### src/rtl/testport_pkg.sv
// Shared types and constants for the test-port capture path.
package testport_pkg;

  typedef enum logic [1:0] {
    IDLE = 2'd0,
    RUN  = 2'd1,
    DONE = 2'd2
  } session_e;

  localparam logic [29:0] TEST_PORT_DEF = 30'hFF;
  localparam logic [31:0] BEGIN_SYM_DEF = 32'h00000168;
  localparam logic [31:0] END_SYM_DEF   = 32'hFFFFFD5D;

  // Little-endian bus word to readable (most significant byte first) order.
  function automatic logic [31:0] byte_swap32(input logic [31:0] d);
    return {d[7:0], d[15:8], d[23:16], d[31:24]};
  endfunction

endpackage

### src/rtl/testport_capture_sync_fifo.sv
// Single-clock FIFO. The pointers carry one extra wrap bit so that
// full and empty are told apart without a separate occupancy counter.
module sync_fifo #(
  parameter int WIDTH = 33,
  parameter int DEPTH = 4
) (
  input  logic             clk,
  input  logic             rst,
  input  logic             push,
  input  logic [WIDTH-1:0] push_data,
  input  logic             pop,
  output logic             full,
  output logic             empty,
  output logic [WIDTH-1:0] head
);

  localparam int AW = $clog2(DEPTH);

  logic [WIDTH-1:0] mem_q [DEPTH];
  logic [AW:0]      wr_ptr_q, wr_ptr_d;
  logic [AW:0]      rd_ptr_q, rd_ptr_d;

  assign empty = (wr_ptr_q == rd_ptr_q);
  assign full  = (wr_ptr_q[AW] != rd_ptr_q[AW]) &&
                 (wr_ptr_q[AW-1:0] == rd_ptr_q[AW-1:0]);
  assign head  = mem_q[rd_ptr_q[AW-1:0]];

  // Pointer advance; the caller guarantees push is only raised when a slot is free
  // (or being freed by a pop in the same cycle).
  always_comb begin
    wr_ptr_d = wr_ptr_q;
    rd_ptr_d = rd_ptr_q;
    if (push) wr_ptr_d = wr_ptr_q + 1'b1;
    if (pop && !empty) rd_ptr_d = rd_ptr_q + 1'b1;
  end

  // Pointer registers.
  always_ff @(posedge clk) begin
    if (rst) begin
      wr_ptr_q <= '0;
      rd_ptr_q <= '0;
    end else begin
      wr_ptr_q <= wr_ptr_d;
      rd_ptr_q <= rd_ptr_d;
    end
  end

  // Storage array; contents need no reset because head is masked while empty.
  always_ff @(posedge clk) begin
    if (push) mem_q[wr_ptr_q[AW-1:0]] <= push_data;
  end

endmodule

### src/rtl/testport_capture.sv
// Snoops the data-memory write bus for test-port writes, collapses D-cache
// stall repeats into single captures, frames a BEGIN..END session and
// queues the captured words for the checker.
module testport_capture
  import testport_pkg::*;
#(
  parameter logic [29:0] TEST_PORT = TEST_PORT_DEF,
  parameter logic [31:0] BEGIN_SYM = BEGIN_SYM_DEF,
  parameter logic [31:0] END_SYM   = END_SYM_DEF,
  parameter int          DEPTH     = 4
) (
  input  logic        clk,
  input  logic        rst,
  input  logic [29:0] addr,
  input  logic [31:0] data,
  input  logic        wen,
  output logic        out_valid,
  output logic [31:0] out_data,
  output logic        out_last,
  input  logic        out_ready,
  output logic [1:0]  session,
  output logic [15:0] word_cnt,
  output logic [7:0]  drop_cnt,
  output logic        overflow
);

  session_e    state_q, state_d;
  logic        armed_q, armed_d;
  logic [15:0] word_cnt_q, word_cnt_d;
  logic [7:0]  drop_cnt_q, drop_cnt_d;
  logic        overflow_q, overflow_d;

  logic        hit, capture, is_begin, is_end;
  logic [31:0] word;
  logic        push_req, push_acc, drop, pop, cnt_clr;
  logic        fifo_full, fifo_empty;
  logic [32:0] fifo_head;

  assign hit      = wen && (addr == TEST_PORT);
  assign capture  = hit && armed_q;
  assign word     = byte_swap32(data);
  assign is_begin = (word == BEGIN_SYM);
  assign is_end   = (word == END_SYM);

  assign pop      = out_valid && out_ready;
  assign push_acc = push_req && (!fifo_full || pop);
  assign drop     = push_req && fifo_full && !pop;

  // Session state register.
  always_ff @(posedge clk) begin
    if (rst) state_q <= IDLE;
    else     state_q <= state_d;
  end

  // Session next state; only capture events move it, DONE is left only by reset.
  always_comb begin
    state_d = state_q;
    unique case (state_q)
      IDLE:    if (capture && is_begin) state_d = RUN;
      RUN:     if (capture && is_end)   state_d = DONE;
      DONE:    state_d = DONE;
      default: state_d = IDLE;
    endcase
  end

  // Session outputs: push every word captured in RUN, clear the count on BEGIN.
  always_comb begin
    push_req = 1'b0;
    cnt_clr  = 1'b0;
    unique case (state_q)
      IDLE:    cnt_clr  = capture && is_begin;
      RUN:     push_req = capture;
      default: ;
    endcase
  end

  // Dedup flag plus word/drop counters; a dropped word still counts as pushed.
  always_comb begin
    armed_d    = armed_q;
    word_cnt_d = word_cnt_q;
    drop_cnt_d = drop_cnt_q;
    overflow_d = overflow_q;
    if (capture)   armed_d = 1'b0;
    else if (!wen) armed_d = 1'b1;
    if (cnt_clr) word_cnt_d = '0;
    else if (push_req && word_cnt_q != 16'hFFFF) word_cnt_d = word_cnt_q + 16'd1;
    if (drop) begin
      overflow_d = 1'b1;
      if (drop_cnt_q != 8'hFF) drop_cnt_d = drop_cnt_q + 8'd1;
    end
  end

  // Bookkeeping registers.
  always_ff @(posedge clk) begin
    if (rst) begin
      armed_q    <= 1'b1;
      word_cnt_q <= '0;
      drop_cnt_q <= '0;
      overflow_q <= 1'b0;
    end else begin
      armed_q    <= armed_d;
      word_cnt_q <= word_cnt_d;
      drop_cnt_q <= drop_cnt_d;
      overflow_q <= overflow_d;
    end
  end

  sync_fifo #(
    .WIDTH(33),
    .DEPTH(DEPTH)
  ) u_fifo (
    .clk       (clk),
    .rst       (rst),
    .push      (push_acc),
    .push_data ({is_end, word}),
    .pop       (pop),
    .full      (fifo_full),
    .empty     (fifo_empty),
    .head      (fifo_head)
  );

  assign out_valid = !fifo_empty;
  assign out_data  = fifo_empty ? 32'd0 : fifo_head[31:0];
  assign out_last  = fifo_empty ? 1'b0  : fifo_head[32];
  assign session   = state_q;
  assign word_cnt  = word_cnt_q;
  assign drop_cnt  = drop_cnt_q;
  assign overflow  = overflow_q;

endmodule

### config.mk
export PLATFORM = sky130hd
export DESIGN_NAME = testport_capture
export DESIGN_NICKNAME = d
export VERILOG_FILES = /design/src/rtl/testport_pkg.sv /design/src/rtl/testport_capture_sync_fifo.sv /design/src/rtl/testport_capture.sv
export SDC_FILE = /design/constraint.sdc
export NUM_CORES = 1
export LEC_CHECK = 0
export BUFFER_PORTS_ARGS = -buffer_cell sky130_fd_sc_hd__buf_2
export CAP_MARGIN = 10
export CORE_MARGIN = 10
export CORE_UTILIZATION = 40
export CTS_BUF_LIST = sky130_fd_sc_hd__clkbuf_4
export DETAILED_ROUTE_END_ITERATION = 7
export MAX_ROUTING_LAYER = met4
export PLACE_DENSITY_LB_ADDON = 0.2
export SYNTH_ARGS = -nofsm -noshare
export SYNTH_HDL_FRONTEND = slang
export SYNTH_SLANG_ARGS = --single-unit
### constraint.sdc
create_clock -name clk -period 3.1 [get_ports clk]
set_clock_uncertainty 0.15 [all_clocks]
set_input_delay 0.31 -clock clk [delete_from_list [all_inputs] [get_ports clk]]
set_output_delay 0.31 -clock clk [all_outputs]
set_load 0.01 [all_outputs]
==> impl_metrics.py, run 1 <==
metrics = {
    "floorplan": {
        "start_util": 0.4051,
        "design.core.area_um2": 17180,
        "num_io_pins": 127,
        "dieArea_um2": 23070,
        "die_width_um": 151.9,
        "rows": 48,
        "die_h_um": 151.9,
    },
    "place": {
        "hpwl_um": 10770,
        "port_buffers": 126,
        "preCtsSetupSlack_ns": 0.2965,
        "gp_congestion": 0.8215,
        "dp.cells": 799,
    },
    "critical_path": {
        "crit_type": "input pin to flip-flop",
        "reg2reg_depth": 7,
        "r2r-end": "u_fifo.mem_q[1][10]",
        "cp.required_ns": 3.38,
        "startpoint_type": "input pin",
        "rrSetupSlack_ns": 0.75,
        "timing.rr.start": "u_fifo.wr_ptr_q[0]",
        "crit_arrival_ns": 2.84,
        "crit_path_max_fanout": 16,
        "worst_setup_path_end_kind": "flip-flop",
    },
    "finish": {
        "fin_util": 0.5060,
        "drive_gt1_frac": 0.3448,
        "final_nets": 703,
        "final_cells": 866,
        "syn2layout_area_growth_pct": 24.92,
        "n_antenna_cell": 0,
    },
    "yosys": {
        "avgSynthCellArea_um2": 15.53,
        "ys_types": 44,
        "synthDominantCellAreaShare": 0.5697,
        "yosys_register_bits": 168,
        "synth_top_area_cell": "edfxtp_1",
        "yosys_warnings": 0,
        "async_flop_share": 0,
        "syn_inst": 448,
        "syn_area_um2": 6958,
        "syn-num-nets": 523,
        "synth_area_leaders": "edfxtp_1 (57%), mux4_2 (11%), dfxtp_1 (10%)",
        "ys_seq_area_frac": 0.6733,
        "ys.flop_type": "edfxtp_1",
        "synth_edf_count": 132,
    },
    "sta": {
        "setup_viol": 0,
        "tns_ns": 0,
        "worst_slack_ns": 0.5375,
        "finalHoldViolCount": 0,
        "drv_slew": 0,
        "clock.fmax_ghz": 0.3902,
        "period_share": 0.8266,
        "max_slew_margin": 0.5664,
        "layout_min_cycle_time_ns": 2.563,
        "rsz0062_at_grt": "false",
        "tightest_slew_ns": 0.6417,
    },
    "worst_hold_path": {
        "hp-start": "addr[28]",
        "holdPathEnd": "u_fifo.wr_ptr_q[0]",
        "whs_path_depth": 7,
        "hold_class": "input pin to flip-flop",
    },
    "route": {
        "first_iter_violations": 218,
        "via_count": 4343,
        "dr.pass1.iters": 4,
        "wl_per_cell_um": 17.95,
        "postRouteAntennaNets": 0,
        "drc": 0,
        "drt_wl_total_um": 15540,
        "viasPerCell": 5.015,
    },
    "cts": {
        "clock_latency_ns": 0.54,
        "htreeDepth": 4,
        "cts_buffer_depth": 2,
        "cts_sinks": 168,
        "cts.repair.resized": 0,
        "post-cts-setup-buffers": 0,
        "clkTransAtPathRegs_ns": 0.14,
        "numCtsBuffers": 17,
        "hold_buffers": 35,
        "cts-root-buf": "clkbuf_4",
        "cts_tree": "done",
    },
    "grt": {
        "grt_pass1_wl_um": 25110,
        "grt_usage": 0.1388,
        "grt-ovfl-total": 0,
        "antenna_found_initial": 0,
        "grt_pass1_vias": 4708,
        "grt_max_degree": 35,
    },
    "run_status": {
        "status": "complete, no violations",
    },
    "power_and_ir_drop": {
        "power_uw": 3952,
        "powerDensity_nw_per_um2": 454.7,
        "peakVddDrop_mv": 0.2449,
        "leakagePower_uw": 0.003095,
    },
    "flow_run": {
        "maxCapViolCount": 0,
    },
}
## worst max-delay path, stage by stage
cell           delay (ns)
dlygate4sd3_1        0.55
buf_2                0.16
or4b_1               0.50
or4_1                0.39
nor3_1               0.37
a31o_2               0.46
nor2_1               0.09
## how the worst max path moves through the flow
stage          cells past startpoint  slack [ns]      start                 end
6_report                           7        0.54   data[28]        word_cnt[10]
4_1_cts                            4        0.48  flip-flop            out_last
5_1_grt                            7        0.42   data[28]        word_cnt[10]
3_3_place_gp                       8        0.34    addr[9]         word_cnt[5]
2_1_floorplan                      5        0.19    addr[9]  u_fifo.mem_q[0][0]
3_5_place_dp                       7        0.30    addr[9]  u_fifo.mem_q[1][3]
## cell type report
class / count / area, um^2
fill: 1523 / 8484
sequential: 168 / 4686
multi-input combinational: 255 / 2182
timing repair buffer: 177 / 1176
tap: 225 / 281.5
clock inverter: 14 / 197.7
clock buffer: 18 / 135.1
inverter: 9 / 33.78
## report_power, final
group	total (uW)	internal [uW]	switching, uW
sequential	2420	2420	0.00000000801
clock	1410	654	753
combinational	124	63.9	59.6
## placed cells by master (no fill, tap or decap), types with 3 or more instances in the layout
cell,count
or4_1,3
dfxtp_1,35
edfxtp_1,132
buf_2,126
nor3_2,3
nor2_1,33
bufinv_16,4
nor4_1,13
clkbuf_4,18
nor3_1,3
a21oi_1,6
ha_1,9
clkinvlp_4,4
xnor2_1,7
xor2_1,21
buf_4,10
clkinv_4,3
nand2_1,23
buf_12,6
nand3_1,16
nand4_1,14
nor2b_1,34
mux2i_1,3
and4_1,3
dlygate4sd3_1,35
inv_1,9
mux4_2,33
and2_2,3
and3_1,4
## cell usage after synthesis (2+ instances only)
library cell and n:
nor4_1 13, nor3_2 3, nand2b_1 2, nand3_1 16, buf_2 2, and2_1 4, edfxtp_1 132, and4_1 3
nor2_1 33, xor2_1 21, ha_1 9, and3_1 4, nor4_2 2, xnor2_1 7, o31a_1 2, buf_1 3
dfxtp_1 36, clkbuf_1 10, or4_1 3, inv_1 9, nand4_1 14, or4b_1 2, a21oi_1 6, mux2i_1 3
nand2_1 23, mux4_2 33, nor3_1 3, nor2b_1 34
## cells by family (layout without fill, tap and decap cells)
| logic type | after synthesis | after routing | synth area share |
|---|---|---|---|
| DFF | 168 | 168 | 0.6733 |
| AOI/OAI and AO/OA | 12 | 12 | 0.01205 |
| buffers and inverters | 25 | 218 | 0.01439 |
| adders and majority gates | 9 | 9 | 0.01618 |
| muxes | 36 | 36 | 0.1111 |
| and+or+nand+nor | 170 | 170 | 0.1377 |
| xor gates and xnor gates | 28 | 28 | 0.03525 |
## layer usage
metal  wire (um)  vias up  global-route usage
met5           0        -                   -
met4         169        0             0.04310
met3         727       11             0.03585
met2        7656      117              0.2243
met1        6990     2136              0.1674
li1            -     2079                   -
## stage by stage
stage / cell area, um^2 / hold WS (ns)
after detailed placement: 8009 / 0.3150
after CTS: 8692 / 0.2000
after floorplan: 6962 / 0.2470
final: 8692 / 0.2606
after global routing: 8692 / 0.2485
after global placement: 8009 / 0.2992
## sequential cells by signal (all words and copies together) (netlist names), named ones only
name             cells
drop_cnt             8
armed_q              1
u_fifo.wr_ptr_q      3
session              2
overflow             1
u_fifo.mem_q       132
u_fifo.rd_ptr_q      3
word_cnt            16
(Power assumes the default switching activity.)
==> inputs of run 2 (changes only) <==
==> constraint.sdc (replaced) <==
create_clock -name clk -period 2.7 [get_ports clk]
set_clock_uncertainty 0.15 [all_clocks]
set_input_delay 0.27 -clock clk [delete_from_list [all_inputs] [get_ports clk]]
set_output_delay 0.27 -clock clk [all_outputs]
set_load 0.01 [all_outputs]
==> run 2 against run 1 <==
Compared with the run above:
- worst hold slack worse by 0.049 ns
- power grew 10%
- sequential share of layout area is 0.070 points lower
- sequential cell count unchanged
- cell area is 0.13% higher
- non-clock buffer count is 9 higher
- count of clock-buffer cells in the layout unchanged
- cell count is 1.0% higher
- clock power about the same
- critical endpoint is now word_cnt[3]
- highest routed layer unchanged
==> impl_metrics.py, run 2 (synthesized netlist as in run 1, its figures left out) <==
metrics = {
    "cts": {
        "htreeDepth": 4,
        "cts.repair.resized": 0,
        "hold_buffers": 37,
        "clock_latency_ns": 0.55,
        "cts-root-buf": "clkbuf_4",
        "numCtsBuffers": 17,
        "cts_sinks": 168,
        "post-cts-setup-buffers": 0,
        "clkTransAtPathRegs_ns": 0.13,
        "cts_tree": "done",
        "cts_buffer_depth": 2,
    },
    "run_status": {
        "status": "complete, no violations",
    },
    "sta": {
        "worst_slack_ns": 0.2148,
        "max_slew_margin": 0.6521,
        "tightest_slew_ns": 0.5218,
        "tns_ns": 0,
        "period_share": 0.9204,
        "clock.fmax_ghz": 0.4024,
        "setup_viol": 0,
        "rsz0062_at_grt": "false",
        "layout_min_cycle_time_ns": 2.485,
        "finalHoldViolCount": 0,
        "drv_slew": 0,
    },
    "place": {
        "port_buffers": 126,
        "hpwl_um": 11080,
        "gp_congestion": 0.8079,
        "preCtsSetupSlack_ns": -0.02645,
    },
    "grt": {
        "antenna_found_initial": 0,
        "grt_pass1_wl_um": 25930,
        "grt_max_degree": 35,
        "grt-ovfl-total": 0,
        "grt_usage": 0.1425,
        "grt_pass1_vias": 4863,
    },
    "worst_hold_path": {
        "hp-start": "addr[28]",
        "whs_path_depth": 7,
        "holdPathEnd": "u_fifo.wr_ptr_q[0]",
        "hold_class": "input pin to flip-flop",
    },
    "critical_path": {
        "worst_setup_path_end_kind": "flip-flop",
        "crit_family": "simple AND/OR/NAND/NOR gates",
        "slowest_stage": "dlygate4sd3_1",
        "timing.rr.start": "u_fifo.rd_ptr_q[2]",
        "worst-path-buf-inv": 2,
        "startpoint": "data[28]",
        "startpoint_type": "input pin",
        "crit_type": "input pin to flip-flop",
        "r2r-end": "u_fifo.rd_ptr_q[2]",
        "rrSetupSlack_ns": 0.26,
        "max_stage_delay_ns": 0.55,
        "crit_cells": 7,
        "reg2reg_depth": 8,
        "crit_chain": "dlygate4sd3_1 -> buf_2 -> or4b_1 -> or4_1 -> nor3_1 -> a31o_2 -> nor2_1",
        "crit_path_max_fanout": 16,
        "crit_arrival_ns": 2.77,
        "cp.required_ns": 2.99,
    },
    "route": {
        "drc": 0,
        "met2_length_um": 8159,
        "dr.pass1.iters": 6,
        "top_layer": "met4",
        "drt_wl_total_um": 15830,
        "wl_per_cell_um": 18.09,
        "wl_met3_um": 829,
        "via_count": 4390,
        "postRouteAntennaNets": 0,
        "first_iter_violations": 183,
        "viasPerCell": 5.017,
        "wl_met1_um": 6663,
    },
    "floorplan": {
        "die_h_um": 151.9,
        "start_util": 0.4051,
        "num_io_pins": 127,
        "die_width_um": 151.9,
        "rows": 48,
        "design.core.area_um2": 17180,
        "dieArea_um2": 23070,
    },
    "finish": {
        "largest_register_ffs": 132,
        "syn2layout_area_growth_pct": 25.09,
        "n_antenna_cell": 0,
        "fillCellCount": 1520,
        "final_cell_mix": "edfxtp_1 (132), buf_2 (126), dlygate4sd3_1 (37), dfxtp_1 (35), nor2b_1 (34)",
        "drive_gt1_frac": 0.3508,
        "fin_util": 0.5067,
        "layout_commonest_cell": "edfxtp_1",
        "final_nets": 712,
    },
    "power_and_ir_drop": {
        "power_uw": 4355,
        "powerDensity_nw_per_um2": 500.4,
        "leakagePower_uw": 0.003123,
        "peakVddDrop_mv": 0.2168,
    },
    "flow_run": {
        "maxCapViolCount": 0,
    },
}
run 2: cell count changes in the layout (fill, tap and decap cells not counted), sizes merged:
cell	previous run	this run
inv	11	13
dlygate4sd3	35	37
buf	142	149
bufinv	4	2
clkinv	4	5
clkinvlp	4	3
run 2: report_power, final:
part | total (uW) | internal, uW | switching (uW)
logic | 140 | 73.9 | 66.1
clock network | 1440 | 567 | 868
registers | 2780 | 2780 | 0.0000000118
run 2: how the worst max path moves through the flow:
stage | end | slack, ns
final | word_cnt[3] | 0.21
after global routing | out_last | 0.05
after CTS | out_last | 0.11
after detailed placement | session[1] | -0.03
after global placement | session[1] | 0.04
after floorplan | u_fifo.mem_q[0][0] | -0.17
run 2: final cells by class:
| class | instances | area, um^2 | area share |
|---|---|---|---|
| timing repair buffer | 186 | 1236 | 0.1420 |
| clock inverter | 14 | 148.9 | 0.01711 |
| tap | 225 | 281.5 | 0.03235 |
| multi-input combinational | 255 | 2182 | 0.2507 |
| inverter | 9 | 33.78 | 0.003882 |
| clock buffer | 18 | 135.1 | 0.01553 |
| sequential | 168 | 4686 | 0.5384 |
run 2: worst min-delay path: cells and delay by family:
kind / cells / cell delay (ns)
xor+xnor: 1 / 0.14
buf+inv: 2 / 0.23
simple gates: 4 / 0.25
run 2: per-stage QoR:
| step | instances | area (um^2) | hold WS [ns] |
|---|---|---|---|
| final | 875 | 8703 | 0.2120 |
| after global routing | 875 | 8703 | 0.2106 |
| after CTS | 875 | 8703 | 0.1611 |
| after detailed placement | 806 | 8049 | 0.3117 |
| after global placement | 806 | 8049 | 0.2980 |
| after floorplan | 448 | 6962 | 0.2070 |
run 2: metal layers:
layer	global-route usage	vias to the layer above
li1	-	2097
met1	0.1617	2148
met2	0.2396	131
met3	0.04064	14
met4	0.04402	0
met5	-	-
